--- src/rtl/pixel_serializer.sv ---
// pixel_serializer: parallel-in/serial-out pixel shifter with attribute decode.
// A holding register double-buffers one pixel/attribute byte pair. Each
// shift_en emits one registered RGBI pixel, MSB first.
// Optional feature macro: PIXSER_FLASH_EN (attr[7] with the flash input
// inverts the pixel bit). When undefined, flash and attr[7] are ignored.
module pixel_serializer #(
  parameter int PW = 8,
  parameter int CW = 3
) (
  input  logic          C,
  input  logic          R,
  input  logic [PW-1:0] pix_d,
  input  logic [7:0]    attr_d,
  input  logic          ld,
  input  logic          shift_en,
  input  logic          blank,
  input  logic [2:0]    border,
  input  logic          flash,
  output logic          req,
  output logic          ovr,
  output logic          q,
  output logic [3:0]    rgbi
);

  logic [PW-1:0] hold_pix, sh, sh_n;
  logic [7:0]    hold_attr, attr_s, attr_n;
  logic          full_h, act, act_n;
  logic [CW-1:0] cnt, cnt_n;
  logic          boundary, xfer, b;
  logic [3:0]    col_n;
  logic          q_n;

  assign req = ~full_h;

  // Next shift/attr/count state plus the colour that state produces, so the
  // first bit of a byte reaches rgbi on the same edge as its transfer.
  always_comb begin
    sh_n     = sh;
    attr_n   = attr_s;
    cnt_n    = cnt;
    act_n    = act;
    boundary = ~act | (cnt == CW'(PW-1));
    xfer     = shift_en & boundary & full_h;
    if (shift_en) begin
      if (!boundary) begin
        sh_n  = {sh[PW-2:0], 1'b0};
        cnt_n = cnt + CW'(1);
      end else if (full_h) begin
        sh_n   = hold_pix;
        attr_n = hold_attr;
        cnt_n  = '0;
        act_n  = 1'b1;
      end else begin
        act_n  = 1'b0;  // underrun: border until the next transfer
      end
    end
`ifdef PIXSER_FLASH_EN
    b = sh_n[PW-1] ^ (attr_n[7] & flash);
`else
    b = sh_n[PW-1];
`endif
    if (blank)       col_n = 4'b0000;
    else if (!act_n) col_n = {border, 1'b0};
    else if (b)      col_n = {attr_n[2:0], attr_n[6]};
    else             col_n = {attr_n[5:3], attr_n[6]};
    q_n = act_n & b;
  end

`ifndef PIXSER_FLASH_EN
  // Flash path is compiled out; keep the input and attribute bit visibly sunk.
  logic unused_flash;
  assign unused_flash = flash ^ attr_n[7];
`endif

  // Holding register: accept a load when empty or when this edge empties it.
  always_ff @(posedge C or posedge R) begin
    if (R) begin
      hold_pix  <= '0;
      hold_attr <= '0;
      full_h    <= 1'b0;
      ovr       <= 1'b0;
    end else if (ld) begin
      if (!full_h || xfer) begin
        hold_pix  <= pix_d;
        hold_attr <= attr_d;
        full_h    <= 1'b1;
      end else begin
        ovr <= 1'b1;  // sticky until reset
      end
    end else if (xfer) begin
      full_h <= 1'b0;
    end
  end

  // Shift path and registered outputs; all hold between pixel enables.
  always_ff @(posedge C or posedge R) begin
    if (R) begin
      sh     <= '0;
      attr_s <= '0;
      cnt    <= '0;
      act    <= 1'b0;
      q      <= 1'b0;
      rgbi   <= 4'b0000;
    end else if (shift_en) begin
      sh     <= sh_n;
      attr_s <= attr_n;
      cnt    <= cnt_n;
      act    <= act_n;
      q      <= q_n;
      rgbi   <= col_n;
    end
  end

endmodule
--- config.mk ---
export PLATFORM = sky130hd
export DESIGN_NAME = pixel_serializer
export DESIGN_NICKNAME = d
export VERILOG_FILES = /design/src/rtl/pixel_serializer.sv
export SDC_FILE = /design/constraint.sdc
export NUM_CORES = 1
export LEC_CHECK = 0
export BUFFER_PORTS_ARGS = -buffer_cell sky130_fd_sc_hd__buf_2
export CORE_ASPECT_RATIO = 0.8
export CORE_UTILIZATION = 59
export DETAILED_ROUTE_END_ITERATION = 8
export PLACE_DENSITY = 0.91
export SLEW_MARGIN = 20
export SYNTH_ARGS = -nofsm -noshare
export SYNTH_HDL_FRONTEND = slang
export SYNTH_SLANG_ARGS = --single-unit
--- constraint.sdc ---
create_clock -name C -period 3.65 [get_ports C]
set_clock_uncertainty 0.05 [all_clocks]
set_input_delay 0.5475 -clock C [delete_from_list [all_inputs] [get_ports C]]
set_output_delay 0.5475 -clock C [all_outputs]
set_load 0.05 [all_outputs]
==> results of run 1 <==
[worst min-delay path, delay by kind of cell]
kind	cells	cell delay (ns)
buf+inv	3	0.54
[sequential cells by signal, summed over array words and instances, names as in the netlist]
register   cells
sh             7
hold_attr      7
act            1
q              1
full_h         1
hold_pix       8
attr_s         7
ovr            1
rgbi           4
cnt            3
[cells in the final DEF, fill, tap and decap left out, drive strengths merged, types with 2 or more instances in the layout]
master,instances
clkbuf,6
nand2b,2
a311oi,3
inv,8
a31oi,4
a22o,4
and3,3
ha,2
o22ai,6
buf,30
o211ai,3
nand3,5
a32o,2
a21boi,3
a21oi,7
nor3,3
mux2,20
o21ai,6
nand2,8
dfrtp,40
nor2,19
[power by group through the flow]
stage          registers, mW  clock network [mW]  logic [mW]
3_3_place_gp           0.735                   0       0.539
5_1_grt                0.772               0.291       0.622
6_report               0.749               0.269       0.570
2_1_floorplan          0.776                   0       0.413
4_1_cts                0.748               0.273       0.571
3_5_place_dp           0.755                   0       0.568
[area by class of cell]
type	instances	area (µm²)	area share [%]
well taps	40	50.0	2.35
repair buffers	30	153	7.16
clock buffers	6	72.6	3.40
inverters	8	30.0	1.41
clock inverters	1	5.00	0.235
multi-input cells	106	821	38.5
flip-flops and latches	40	1000	46.9
[how the worst min path moves through the flow]
stage / startpoint / to / depth (start not counted)
6_report: R / hold_attr[6] / 3
5_1_grt: R / hold_attr[6] / 3
3_5_place_dp: ovr / ovr / 1
4_1_cts: R / hold_pix[0] / 3
3_3_place_gp: ovr / ovr / 1
2_1_floorplan: sh[0] / sh[0] / 2
[kinds of logic (layout without fill, tap and decap cells)]
kind of cell	Yosys count	after routing	synth area share, %
flip-flops	40	40	52.5
adder cells (fa/ha/maj)	2	2	1.31
AND/OR/NAND/NOR	41	41	11.0
AO/OA/AOI/OAI	42	42	15.8
buffers and inverters	16	45	4.40
multiplexers	21	21	15.0
[per-layer routing]
layer / vias to the layer above / track usage [%] / share of wire (%)
li1: 640 / - / -
met3: 5 / 6.52 / 4.2
met2: 38 / 40.2 / 50
met1: 662 / 34.3 / 45
met5: - / 0 / 0
met4: 0 / 11.2 / 1.3
[metrics by stage]
stage                     power, mW  hold WS [ns]  cells  worst slack [ns]
final                          1.59         0.315    231              1.54
after global routing           1.69         0.382    231              1.44
after CTS                      1.59         0.330    231              1.56
after detailed placement       1.32         0.414    224              1.51
after global placement         1.27         0.402    224              1.56
after floorplan                1.19         0.400    162              1.79
==> results.cfg, run 1 <==
[status]
run_status = complete, no violations

[cts]
tritoncts.num_buffers = 5
deepest_clock_path_buffer_count = 2
cts_tree = built
clk_latency_ns = 0.29
count_of_cells_resized_by_post_cts_repair = 0
clock_slew_at_the_register_clock_pins_of_the_worst_setup_and_hold_paths_ns = 0.07
clkSinkCount = 40
clock-root-buffer = clkbuf_8
post_cts_hold_buffer_count = 0
post-cts-setup-buffer-count = 0
htree_levels = 2

[worst_setup_path]
critical_path_depth = 2
worst-path-buf-inv = 2
worstSetupStartpoint = full_h
required_time_worst_endpoint_ns = 3.05
critical_path.endpoint_type = output pin
regToRegSetupSlack_ns = 1.58
crit_slowest_cell = dfrtp_1
cp_max_fo = 17
crit_chain = inv_1, buf_2
setup.worst_path.end = req
worstRegToRegCells = 6
slowest_delay_ns = 0.70
cp_data_arrival_time_ns = 1.52
critical_path_class = reg2out
reg2reg_from = cnt[0]
r2r_end = hold_pix[4]
worstSetupStartpointType = flop
critical_path.top_delay_family = flip-flops

[die]
core_area_mm2 = 0.00309
core.rowCount = 18
die_y_um = 52.8
boundaryPins = 32
die_width_um = 65.5
die_area_mm2 = 0.00346
initial_utilization_pct = 61.8

[logic_synthesis]
syn_nets = 189
post-synth-top-area-cell = dfrtp_1
synth.avg_cell_area_um2 = 11.8
post_synth_edffs = 0
synth.yosys.warnings = 0
yosys_most_used_dff = dfrtp_1
post-synth-top-count-cell = dfrtp_1
yosysUniqueCellTypes = 36
synth_sequential_area_ratio_pct = 52.5
top_area_cell_type_share_of_the_netlist_area_pct = 52.5
synth_common_cells = dfrtp_1, nor2_1, mux2_2, mux2_4, inv_1
synthTopCellsByArea = dfrtp_1, mux2_4, mux2_2, nor2_1, o22ai_1
synth_seq_cells = 40
synth.cell_area_mm2 = 0.00191
synthArstFlopShare_pct = 100
syn-instance-count = 162

[worst_hold_path]
hold_path_class = in2async

[pwr]
power_density_mw_per_mm2 = 745
pwr-share-comb_pct = 35.9
clkPwrFrac_pct = 16.9
total_leakage_power_nw = 1.02
sw_frac_of_total_pct = 34.6
vdd.ir_drop.worst_uv = 397
p_switching_mw = 0.549
internal_power_mw = 1.04
proportion_of_power_drawn_by_flip_flops_and_latches_pct = 47.2

[global_route]
groute.usage.overall_pct = 25.8
maximum_number_of_pins_on_one_net_before_global_route_repair = 41
wire_length_of_the_first_global_routing_pass_um = 6380
first_global_vias = 1304
grt_antenna_before_repair = 0
globalRouteOverflowTotal = 0

[timing]
fin_setup_tns_ns = 0
worst-slew-pin-transition_ns = 0.576
timing_max_transition_violations_final = 0
setup_repair_after_global_routing_missed_its_margin = no
finalSetupViolations = 0
relative_slew_margins_pct = 61.2
achievable-frequency_mhz = 473
layout_worst_path_cycle_share_pct = 57.9
timing.final.crit_period_ns = 2.11
timing.final.hold_violations = 0

[place]
detailed_place_hpwl_um = 2620
buffer_ports.inserted = 29
place_area_mm2 = 0.00205
gp_routability_congestion = 0.797

[final_layout]
n_antenna_cell = 0
utilization_after_layout_pct = 69.1
drive_gt1_share_pct = 36.6
fill_cells = 217
synthesis_to_finish_area_growth_pct = 11.9
final_cell_area_mm2 = 0.00213
layout.nets = 218

[routing]
routed_wirelength_um = 3730
drt_drc_violations_left = 0
firstDrtPassIters = 5
antenna_left = 0
vias_per_cell = 5.82
detail_route.wl_per_cell_um = 16.1
via_count = 1345
initialDrtViolationCount = 70

[run]
max_cap_viol_count = 0
(Power assumes the default switching activity.)
==> run 2, diff against run 1 <==
--- a/config.mk
+++ b/config.mk
@@ -7,9 +7,9 @@
 export LEC_CHECK = 0
 export BUFFER_PORTS_ARGS = -buffer_cell sky130_fd_sc_hd__buf_2
 export CORE_ASPECT_RATIO = 0.8
-export CORE_UTILIZATION = 59
+export CORE_UTILIZATION = 50
 export DETAILED_ROUTE_END_ITERATION = 8
-export PLACE_DENSITY = 0.91
+export PLACE_DENSITY = 0.83
 export SLEW_MARGIN = 20
 export SYNTH_ARGS = -nofsm -noshare
 export SYNTH_HDL_FRONTEND = slang
==> constraint.sdc (replaced) <==
create_clock -name C -period 1.8 [get_ports C]
set_clock_uncertainty 0.05 [all_clocks]
set_input_delay 0.27 -clock C [delete_from_list [all_inputs] [get_ports C]]
set_output_delay 0.27 -clock C [all_outputs]
set_load 0.05 [all_outputs]
==> results.cfg, run 2 (same netlist as run 1, synthesis figures left out) <==
[worst_setup_path]
r2r_end = rgbi[2]
worstRegToRegCells = 6
required_time_worst_endpoint_ns = 1.95
cp_max_fo = 6
reg2reg_from = cnt[1]
cp_data_arrival_time_ns = 2.02
worstSetupStartpointType = flop
critical_path.endpoint_type = flop
critical_path_class = reg2reg
regToRegSetupSlack_ns = -0.06

[die]
boundaryPins = 32
core.rowCount = 19
core_area_mm2 = 0.00354
die_area_mm2 = 0.00406
die_y_um = 57.2
die_width_um = 71.0
initial_utilization_pct = 53.8

[global_route]
grt_antenna_before_repair = 0
first_global_vias = 1377
wire_length_of_the_first_global_routing_pass_um = 6640
globalRouteOverflowTotal = 0
groute.usage.overall_pct = 22.1
maximum_number_of_pins_on_one_net_before_global_route_repair = 41

[cts]
htree_levels = 2
cts_tree = built
clkSinkCount = 40
clk_latency_ns = 0.30
clock_slew_at_the_register_clock_pins_of_the_worst_setup_and_hold_paths_ns = 0.08
post_cts_hold_buffer_count = 0
clock-root-buffer = clkbuf_8
tritoncts.num_buffers = 5
deepest_clock_path_buffer_count = 2

[routing]
routed_wirelength_um = 4250
initialDrtViolationCount = 156
antenna_left = 0
vias_per_cell = 5.87
detail_route.wl_per_cell_um = 16.9
via_count = 1479
firstDrtPassIters = 8
drt_drc_violations_left = 3

[timing]
timing.final.crit_period_ns = 1.86
relative_slew_margins_pct = 66.7
worst-slew-pin-transition_ns = 0.499
timing.final.hold_violations = 0
finalSetupViolations = 10
timing_max_transition_violations_final = 0
setup_repair_after_global_routing_missed_its_margin = yes
hold_slack_ns = 0.0350
worst_slack_ns = -0.0621
achievable-frequency_mhz = 537
layout_worst_path_cycle_share_pct = 103

[pwr]
pwr-share-comb_pct = 39.6
sw_frac_of_total_pct = 34.3
total_leakage_power_nw = 1.13
clkPwrFrac_pct = 17.5
vdd.ir_drop.worst_uv = 868
power_density_mw_per_mm2 = 1480
p_switching_mw = 1.20
proportion_of_power_drawn_by_flip_flops_and_latches_pct = 42.9
internal_power_mw = 2.30

[final_layout]
layout.cells.most_common_list = dfrtp_1, buf_2, nor2_1
largest_register = hold_pix
drive_gt1_share_pct = 43.8
largest_register_ff_count = 8
layout.nets = 236
final_cell_area_mm2 = 0.00237
mostFrequentLayoutCell = dfrtp_1
n_antenna_cell = 0
synthesis_to_finish_area_growth_pct = 24.3
non_filler_instance_count_after_layout = 252

[place]
gp_routability_congestion = 0.776
dpl.cell_count = 239
buffer_ports.inserted = 29
place_area_mm2 = 0.00218
detailed_place_hpwl_um = 2830

[status]
violations = design-rule violations, negative setup slack
run_status = finished with violations

[worst_hold_path]
hold_path_class = in2async

[run]
max_cap_viol_count = 0
==> run 2: cell types whose count changed in the layout (fill, tap and decap cells not counted), sizes merged <==
cell / before / now
buf: 30 / 47
clkbuf: 6 / 8
clkinv: 1 / 0
nand2: 8 / 9
==> run 2: routing by layer <==
layer  vias to the layer above  GRT usage (%)  routed length, µm
met4                         0           7.71                 65
li1                        678              -                  -
met3                         7           7.77                232
met5                         -              0                  0
met1                       742           29.8               1930
met2                        52           33.5               2030
==> run 2: what timing repair did <==
action                     in CTS  in global routing
setup endpoints to repair      23                 31
pin swaps                       6                  8
gates resized for setup         9                  4
setup buffers                   3                  1
cloned                          0                  1
==> run 2: worst max path at each step <==
stage           start      endpoint  slack, ns  cells past startpoint
2_1_floorplan  cnt[0]  hold_attr[0]       0.01                      7
3_3_place_gp   cnt[1]   hold_pix[0]      -0.01                      6
3_5_place_dp   cnt[1]       rgbi[2]      -0.11                      7
4_1_cts        cnt[0]       rgbi[2]      -0.03                      6
5_1_grt        cnt[1]       rgbi[2]      -0.14                      6
6_report       cnt[1]       rgbi[2]      -0.06                      6
==> run 2: power groups by stage <==
stage / registers [mW] / logic [mW] / clock network (mW)
after detailed placement: 1.51 / 1.26 / 0
after CTS: 1.50 / 1.35 / 0.619
after global placement: 1.49 / 1.21 / 0
after global routing: 1.55 / 1.49 / 0.667
after floorplan: 1.58 / 0.846 / 0
final: 1.50 / 1.39 / 0.615
==> run 2: through the flow <==
step / power [mW] / worst slack (ns) / TNS [ns] / util (%)
floorplan: 2.42 / 0.0113 / 0 / -
global placement: 2.70 / -0.0146 / -0.0744 / 61.5
detailed placement: 2.77 / -0.110 / -0.487 / 61.5
CTS: 3.47 / -0.0324 / -0.120 / 65.9
global route: 3.71 / -0.144 / -1.18 / 66.9
finish: 3.50 / -0.0621 / -0.387 / 66.9
==> run 2: area by class of cell <==
type	instances	area [µm²]
Clock buffer	8	90.1
Fill cell	275	1170
Inverter	8	30.0
Multi-Input combinational cell	107	891
Sequential cell	40	1000
Tap cell	42	52.6
Timing Repair Buffer	47	304
==> run 2: worst max-delay path: stages, from the launching register on <==
cell      delay, ns
dfrtp_1        0.39
ha_2           0.20
ha_4           0.16
nand2b_4       0.20
mux2i_4        0.24
a22o_1         0.26
a311oi_2       0.27
